===== config.mk =====
export PLATFORM = sky130hd
export DESIGN_NAME = vga_scaler_controller
export DESIGN_NICKNAME = d
export VERILOG_FILES = /design/src/rtl/vga_pkg.sv /design/src/rtl/vga_timing_gen.sv /design/src/rtl/vga_scaler_controller.sv
export SDC_FILE = /design/constraint.sdc
export NUM_CORES = 1
export LEC_CHECK = 0
export BUFFER_PORTS_ARGS = -buffer_cell sky130_fd_sc_hd__buf_2
export CAP_MARGIN = 20
export CORE_MARGIN = 2
export CORE_UTILIZATION = 45
export DETAILED_ROUTE_END_ITERATION = 7
export PLACE_DENSITY = 0.67
export SYNTH_ARGS = -nofsm -noshare
export SYNTH_HDL_FRONTEND = slang
export SYNTH_HIERARCHICAL = 1
export SYNTH_SLANG_ARGS = --single-unit

===== constraint.sdc =====
create_clock -name clk -period 4.1 [get_ports clk]
set_input_delay 0.41 -clock clk [delete_from_list [all_inputs] [get_ports clk]]
set_output_delay 0.41 -clock clk [all_outputs]
set_load 0.01 [all_outputs]

===== src/rtl/vga_pkg.sv =====
// Shared VGA definitions: output modes, default 640x480 timing, colour-bar table, greyscale expansion.
// Pure declarations; no latency, no backpressure.
package vga_pkg;

  typedef enum logic [1:0] {
    MODE_FB      = 2'd0,
    MODE_BARS    = 2'd1,
    MODE_CHECKER = 2'd2,
    MODE_WHITE   = 2'd3
  } mode_e;

  localparam int DEF_H_ACTIVE = 640;
  localparam int DEF_H_FP     = 16;
  localparam int DEF_H_SYNC   = 96;
  localparam int DEF_H_BP     = 48;
  localparam int DEF_V_ACTIVE = 480;
  localparam int DEF_V_FP     = 10;
  localparam int DEF_V_SYNC   = 2;
  localparam int DEF_V_BP     = 33;

  // {R,G,B} on/off per bar, left to right
  localparam logic [2:0] BAR_RGB [8] = '{3'b111, 3'b110, 3'b011, 3'b010,
                                         3'b101, 3'b100, 3'b001, 3'b000};

  typedef struct packed {
    logic       hsync;
    logic       vsync;
    logic       active;
    logic       frame_start;
    logic       use_fb;
    logic [2:0] pat;
  } pix_meta_t;

  // Replicates pixel bits MSB-first into a channel of ch_w bits (result right-aligned).
  function automatic logic [7:0] expand_chan(input logic [7:0] pix, input int pix_w, input int ch_w);
    logic [7:0] res;
    res = '0;
    for (int i = 0; i < 8; i++) begin
      if (i < ch_w) res[3'(ch_w - 1 - i)] = pix[3'(pix_w - 1 - (i % pix_w))];
    end
    return res;
  endfunction

endpackage


===== src/rtl/vga_timing_gen.sv =====
// Free-running h/v counters with raw (unaligned) sync, active and frame-start flags.
// Flags are combinational from the counters; no backpressure.
module vga_timing_gen
  import vga_pkg::*;
#(
  parameter int H_ACTIVE  = DEF_H_ACTIVE,
  parameter int H_FP      = DEF_H_FP,
  parameter int H_SYNC    = DEF_H_SYNC,
  parameter int H_BP      = DEF_H_BP,
  parameter int V_ACTIVE  = DEF_V_ACTIVE,
  parameter int V_FP      = DEF_V_FP,
  parameter int V_SYNC    = DEF_V_SYNC,
  parameter int V_BP      = DEF_V_BP,
  parameter bit HSYNC_POL = 1'b0,
  parameter bit VSYNC_POL = 1'b0,
  parameter int H_W       = $clog2(H_ACTIVE + H_FP + H_SYNC + H_BP),
  parameter int V_W       = $clog2(V_ACTIVE + V_FP + V_SYNC + V_BP)
) (
  input  logic           clk,
  input  logic           reset,
  output logic [H_W-1:0] h,
  output logic [V_W-1:0] v,
  output logic           hsync_raw,
  output logic           vsync_raw,
  output logic           active_raw,
  output logic           frame_start_raw,
  output logic           line_end
);

  localparam logic [H_W-1:0] H_LAST   = H_W'(H_ACTIVE + H_FP + H_SYNC + H_BP - 1);
  localparam logic [H_W-1:0] H_ACT    = H_W'(H_ACTIVE);
  localparam logic [H_W-1:0] HS_START = H_W'(H_ACTIVE + H_FP);
  localparam logic [H_W-1:0] HS_END   = H_W'(H_ACTIVE + H_FP + H_SYNC);
  localparam logic [V_W-1:0] V_LAST   = V_W'(V_ACTIVE + V_FP + V_SYNC + V_BP - 1);
  localparam logic [V_W-1:0] V_ACT    = V_W'(V_ACTIVE);
  localparam logic [V_W-1:0] VS_START = V_W'(V_ACTIVE + V_FP);
  localparam logic [V_W-1:0] VS_END   = V_W'(V_ACTIVE + V_FP + V_SYNC);

  always_ff @(posedge clk) begin
    if (reset) begin
      h <= '0;
      v <= '0;
    end else if (line_end) begin
      h <= '0;
      v <= (v == V_LAST) ? '0 : v + 1'b1;
    end else begin
      h <= h + 1'b1;
    end
  end

  always_comb begin
    line_end        = (h == H_LAST);
    active_raw      = (h < H_ACT) && (v < V_ACT);
    frame_start_raw = (h == '0) && (v == '0);
    hsync_raw       = (h >= HS_START && h < HS_END) ? HSYNC_POL : ~HSYNC_POL;
    vsync_raw       = (v >= VS_START && v < VS_END) ? VSYNC_POL : ~VSYNC_POL;
  end

endmodule


===== src/rtl/vga_scaler_controller.sv =====
// VGA engine: sync timing, 2^SCALE_SHIFT upscale from block RAM, four frame-locked modes; VGA_DOUBLE_BUFFER_EN adds bank_sel.
// Pins lag the counters by RAM_LATENCY+2 clocks, addr by one clock; free-running, no backpressure.
module vga_scaler_controller
  import vga_pkg::*;
#(
  parameter int H_ACTIVE    = DEF_H_ACTIVE,
  parameter int H_FP        = DEF_H_FP,
  parameter int H_SYNC      = DEF_H_SYNC,
  parameter int H_BP        = DEF_H_BP,
  parameter int V_ACTIVE    = DEF_V_ACTIVE,
  parameter int V_FP        = DEF_V_FP,
  parameter int V_SYNC      = DEF_V_SYNC,
  parameter int V_BP        = DEF_V_BP,
  parameter bit HSYNC_POL   = 1'b0,
  parameter bit VSYNC_POL   = 1'b0,
  parameter int SCALE_SHIFT = 1,
  parameter int PIX_W       = 2,
  parameter int RAM_LATENCY = 1,
  parameter int ADDR_W      = 17,
  parameter int R_W         = 3,
  parameter int G_W         = 3,
  parameter int B_W         = 2
) (
  input  logic              clk,
  input  logic              reset,
  input  logic [PIX_W-1:0]  din,
  input  logic [1:0]        mode,
`ifdef VGA_DOUBLE_BUFFER_EN
  input  logic              bank_sel,
  output logic [ADDR_W:0]   addr,
`else
  output logic [ADDR_W-1:0] addr,
`endif
  output logic              hsync,
  output logic              vsync,
  output logic              active,
  output logic              frame_start,
  output logic [R_W-1:0]    R,
  output logic [G_W-1:0]    G,
  output logic [B_W-1:0]    B
);

  localparam int H_W   = $clog2(H_ACTIVE + H_FP + H_SYNC + H_BP);
  localparam int V_W   = $clog2(V_ACTIVE + V_FP + V_SYNC + V_BP);
  localparam int DLY   = RAM_LATENCY + 1;
  localparam int BAR_W = H_ACTIVE / 8;
  localparam logic [ADDR_W-1:0] FB_W   = ADDR_W'(H_ACTIVE >> SCALE_SHIFT);
  localparam logic [V_W-1:0]    V_LAST = V_W'(V_ACTIVE + V_FP + V_SYNC + V_BP - 1);
  localparam logic [V_W-1:0]    V_SUB  = V_W'((1 << SCALE_SHIFT) - 1);
  localparam pix_meta_t IDLE = '{hsync: ~HSYNC_POL, vsync: ~VSYNC_POL, active: 1'b0,
                                 frame_start: 1'b0, use_fb: 1'b0, pat: 3'b000};

  logic [H_W-1:0]    h;
  logic [V_W-1:0]    v;
  logic              hsync_raw, vsync_raw, active_raw, frame_start_raw, line_end;
  mode_e             mode_q, mode_cur;
  logic [2:0]        bar_idx;
  pix_meta_t         meta0;
  pix_meta_t         pipe [1:DLY];
  logic [ADDR_W-1:0] line_base, addr_q;
  logic [R_W-1:0]    r_exp;
  logic [G_W-1:0]    g_exp;
  logic [B_W-1:0]    b_exp;

  vga_timing_gen #(
    .H_ACTIVE(H_ACTIVE), .H_FP(H_FP), .H_SYNC(H_SYNC), .H_BP(H_BP),
    .V_ACTIVE(V_ACTIVE), .V_FP(V_FP), .V_SYNC(V_SYNC), .V_BP(V_BP),
    .HSYNC_POL(HSYNC_POL), .VSYNC_POL(VSYNC_POL), .H_W(H_W), .V_W(V_W)
  ) u_timing (
    .clk(clk), .reset(reset), .h(h), .v(v),
    .hsync_raw(hsync_raw), .vsync_raw(vsync_raw), .active_raw(active_raw),
    .frame_start_raw(frame_start_raw), .line_end(line_end)
  );

  // Mode is only taken at the origin so a frame never changes pattern part-way through.
  always_comb begin
    mode_cur = frame_start_raw ? mode_e'(mode) : mode_q;
    bar_idx  = '0;
    for (int k = 1; k < 8; k++) begin
      if (int'(h) >= k * BAR_W) bar_idx = 3'(k);
    end
    meta0.hsync       = hsync_raw;
    meta0.vsync       = vsync_raw;
    meta0.active      = active_raw;
    meta0.frame_start = frame_start_raw;
    meta0.use_fb      = (mode_cur == MODE_FB);
    case (mode_cur)
      MODE_BARS:    meta0.pat = BAR_RGB[bar_idx];
      MODE_CHECKER: meta0.pat = {3{h[5] ^ v[5]}};
      MODE_WHITE:   meta0.pat = 3'b111;
      default:      meta0.pat = 3'b000;
    endcase
  end

  // Address stage: line_base tracks (v>>SCALE_SHIFT)*FB_W, stepping once per scaled line.
  always_ff @(posedge clk) begin
    if (reset) begin
      mode_q    <= MODE_FB;
      line_base <= '0;
      addr_q    <= '0;
      for (int k = 1; k <= DLY; k++) pipe[k] <= IDLE;
    end else begin
      mode_q <= mode_cur;
      addr_q <= active_raw ? line_base + ADDR_W'(h >> SCALE_SHIFT) : '0;
      if (line_end) begin
        if (v == V_LAST)               line_base <= '0;
        else if ((v & V_SUB) == V_SUB) line_base <= line_base + FB_W;
      end
      pipe[1] <= meta0;
      for (int k = 2; k <= DLY; k++) pipe[k] <= pipe[k-1];
    end
  end

  always_comb begin
    r_exp = R_W'(expand_chan(8'(din), PIX_W, R_W));
    g_exp = G_W'(expand_chan(8'(din), PIX_W, G_W));
    b_exp = B_W'(expand_chan(8'(din), PIX_W, B_W));
  end

  // din for the pixel in pipe[DLY] arrives in the same cycle, so colour is resolved here.
  always_ff @(posedge clk) begin
    if (reset) begin
      hsync       <= ~HSYNC_POL;
      vsync       <= ~VSYNC_POL;
      active      <= 1'b0;
      frame_start <= 1'b0;
      R           <= '0;
      G           <= '0;
      B           <= '0;
    end else begin
      hsync       <= pipe[DLY].hsync;
      vsync       <= pipe[DLY].vsync;
      active      <= pipe[DLY].active;
      frame_start <= pipe[DLY].frame_start;
      if (!pipe[DLY].active) begin
        R <= '0;
        G <= '0;
        B <= '0;
      end else if (pipe[DLY].use_fb) begin
        R <= r_exp;
        G <= g_exp;
        B <= b_exp;
      end else begin
        R <= {R_W{pipe[DLY].pat[2]}};
        G <= {G_W{pipe[DLY].pat[1]}};
        B <= {B_W{pipe[DLY].pat[0]}};
      end
    end
  end

`ifdef VGA_DOUBLE_BUFFER_EN
  logic bank_q, bank_cur, bank_msb;

  assign bank_cur = frame_start_raw ? bank_sel : bank_q;

  always_ff @(posedge clk) begin
    if (reset) begin
      bank_q   <= 1'b0;
      bank_msb <= 1'b0;
    end else begin
      bank_q   <= bank_cur;
      bank_msb <= bank_cur;
    end
  end

  assign addr = {bank_msb, addr_q};
`else
  assign addr = addr_q;
`endif

endmodule


==> summary.md <==
• **run status** finished, final reports clean
• **vias per inst** 5.32
• **net total in the final layout** 416
• **Buffers & Inverters on Critical Path** 2
• **Initial Utilization** 46.6%
• **total via count in the routed design** 2,685
• **H-tree depth** 3
• **Vert. Die Dim** 90.7 um
• **Layout fillers** 686
• **number of nets produced by synthesis** 388
• **proportion of layout cells with a drive suffix above 1** 16.7%
• **type of element capturing the critical path** register
• **Layout Area Growth over Synthesis** 11.3%
• **transition at the pin with the smallest max-transition slack** 616 ps
• **CTS tree** done
• **vias in the first global route** 2,393
• **Starting DRT DRC Count** 150
• **wire length of the first global-routing pass** 10,900 um
• **Post-DRT Antenna Nets** 0
• **placed cell areas** 3580 um^2
• **total wire length after detailed routing** 6350 um
• **Yosys warning count** 6
• **unrepaired setup endpoints after global routing** no
• **maximum number of pins on one net before global-route repair** 36
• **number of diodes** 0
• **insertion delay of the later-clocked pin in the worst-skew pair** 360 ps
• **maximum fanout encountered on the critical timing path** 20
• **max-slew violation count** 0
• **Die ar.** 8220 um^2
• **final cycle utilization of the critical path** 66.7%
• **CP Launch Type** register
• **weighted congestion at the end of routability-driven global placement** 0.825
• **worst endpoint required time** 4400 ps
• **largest stage delay on the critical path** 510 ps
• **Rows** 31
• **total setup violations reported at the end of the flow** 0
• **Seq/Total Area, Yosys** 45.0%
• **number of antenna violations at the first check in global routing** 0
• **clock period minus worst slack** 2730 ps
• **count of final hold-check violations** 0
• **Slew HR** 58.9%
• **average wire per standard cell** 12.6 um
• **Top Family by Delay on Critical Path** simple AND/OR/NAND/NOR gates
• **setup tns final** 0 ps
• **data arrival time at the worst-slack endpoint** 3040 ps
• **number of library cell types mapped by synthesis** 56
• **half-perimeter wire length after detailed placement** 4430 um
• **cts hold-fix bufs** 0
• **leakage power total** 1.44 nW
• **reg2reg setup slack** 1370 ps
• **Synth Area per Inst** 9.06 um^2
• **upper clock frequency limit** 0.366 GHz
• **clock net sink count** 76
• **most frequent cells in the layout** dfxtp_1, buf_2, a21oi_1
• **power per cell area** 357 nW/um^2
• **Fin Hold WS** 333 ps
• **share of Yosys cell area claimed by the top area cell type** 45.0%
• **number of flops mapped to enable cells by yosys** 0
• **DRC violation count after routing** 0
• **Num CTS Buffers** 9
• **most used flip-flop cell after synthesis** dfxtp_1
• **worst-path cell chain** ha_1 > nand4_1 > or3_4 > inv_1 > and4bb_2 > a31oi_1 > buf_4 > or4_1 > a21oi_1
• **Min-Delay Startpoint** mode[1]
• **mapped cell area** 3380 um^2
• **worst setup skew after layout** 16.2 ps
• **area taken by multi-input logic gates** 1700 um^2
• **maximum buffer depth of the clock tree** 2
• **worst hold stages** 3
• **number of buffers inserted to repair setup after CTS** 0
• **total congestion overflow** 0
• **power consumption** 1.34 mW
• **Storage cell area** 1520 um^2
• **All-Layer GR Usage** 16.4%
• **peak supply drop** 0.145 mV
• **total core area** 7250 um^2
• **Min-Delay Path Class** primary input to register
• **synthesized instance count** 373
• **most common cell after layout, fill and taps aside** dfxtp_1
• **cells on worst reg2reg path** 9
• **end of the worst hold path** mode_q[1]$_SDFF_PP0_
• **final cell area excluding filler cells** 3760 um^2
• **Yosys top cell by area** dfxtp_1
• **origin of the critical flop-to-flop path** u_timing/h[0]$_SDFF_PP0_
• **post-synthesis sequential element count** 76
• **die span in x** 90.7 um
• **clock-pin slew reported for the worst setup and hold paths after clock tree synthesis** 90 ps
• **post-cts sizing count** 0
• **synth top area cells** dfxtp_1, a21oi_1, ha_1, nor2_1, xnor2_1
• **fraction of registers with async set or reset after synthesis** 0%
• **critical setup path kind** register to register
• **TritonRoute pass-1 iters** 4
• **reg-to-reg critical path endpoint** line_base[16]$_SDFFE_PP0P_
• **number of primary I/O pins** 35
• **CP max-delay cell** or4_1
• **# Max-Cap Violations** 0
• **Buffers on Ports** 34
• **clock tree root driver cell** clkbuf_8
==> worst min-delay path: stages <==
cell and delay (ps):
buf_2 110, mux2i_1 70, nor2_1 70
==> layer usage <==
| layer | global-route usage [%] | wire, um | vias to the layer above |
|---|---|---|---|
| li1 | - | - | 1391 |
| met1 | 21.1 | 3050 | 1222 |
| met2 | 25.4 | 2870 | 59 |
| met3 | 4.34 | 291 | 13 |
| met4 | 8.33 | 145 | 0 |
| met5 | 0 | 0 | - |
==> synth_stat cells, drive strengths merged (4+ instances only) <==
library cell,count
a21o,4
a21oi,32
a31oi,4
and2,5
buf,9
clkbuf,10
dfxtp,76
ha,9
inv,13
mux2i,4
nand2,22
nand2b,7
nand3,15
nand4,6
nor2,30
nor2b,9
nor3,6
nor4,9
o21ai,11
o31ai,10
or2,7
or3,7
or4,12
xnor2,12
xor2,6
==> layout make-up <==
type                            instances  share of cell area, %
Clock buffer                            9                   3.29
Clock inverter                          7                   1.50
Inverter                               13                   1.30
Multi-Input combinational cell        265                   45.3
Sequential cell                        76                   40.4
Tap cell                               99                   3.29
Timing Repair Buffer                   36                   4.92
==> logic make-up (layout without fill, tap and decap cells) <==
kind of cell / after synthesis / in the layout / synth area share [%]
and+or+nand+nor: 151 / 151 / 25.4
AOI/OAI and AO/OA: 80 / 80 / 15.0
DFF: 76 / 76 / 45.0
buffers and inverters: 32 / 65 / 4.59
xor gates and xnor gates: 18 / 18 / 4.66
adders and majority gates: 10 / 10 / 3.63
muxes: 5 / 5 / 1.52
other: 1 / 1 / 0.111
==> worst max-delay path by stage <==
stage	to	cells past startpoint	slack, ps	from
5_1_grt	line_base[15]$_SDFFE_PP0P_	8	1120	u_timing/h[4]$_SDFF_PP0_
4_1_cts	line_base[16]$_SDFFE_PP0P_	8	1380	u_timing/h[5]$_SDFF_PP0_
3_3_place_gp	line_base[16]$_SDFFE_PP0P_	8	1480	u_timing/h[5]$_SDFF_PP0_
2_1_floorplan	line_base[14]$_SDFFE_PP0P_	10	1570	u_timing/h[0]$_SDFF_PP0_
3_5_place_dp	line_base[16]$_SDFFE_PP0P_	8	1390	u_timing/h[5]$_SDFF_PP0_
6_report	line_base[16]$_SDFFE_PP0P_	9	1370	u_timing/h[0]$_SDFF_PP0_
==> per-stage QoR <==
step	cells	util [%]	worst slack (ps)
6_report	505	51.9	1370
5_1_grt	505	51.9	1120
4_1_cts	505	51.9	1380
3_5_place_dp	489	49.4	1390
3_3_place_gp	489	49.4	1480
2_1_floorplan	373	-	1570
==> flip-flops by register name, indices dropped and copies added, names as in the netlist <==
| name | cells |
|---|---|
| active | 1 |
| G | 2 |
| hsync | 1 |
| u_timing/v | 10 |
| frame_start | 1 |
| vsync | 1 |
| pipe | 16 |
| R | 2 |
| mode_q | 2 |
| line_base | 11 |
| u_timing/h | 10 |
| B | 2 |
| addr | 17 |
==> where the power goes <==
group          switching (mW)  total [mW]  internal (mW)
clock                   0.291       0.519          0.228
sequential            0.00806       0.763          0.755
combinational          0.0355      0.0629         0.0274
Power figures use the tool's default switching activity.
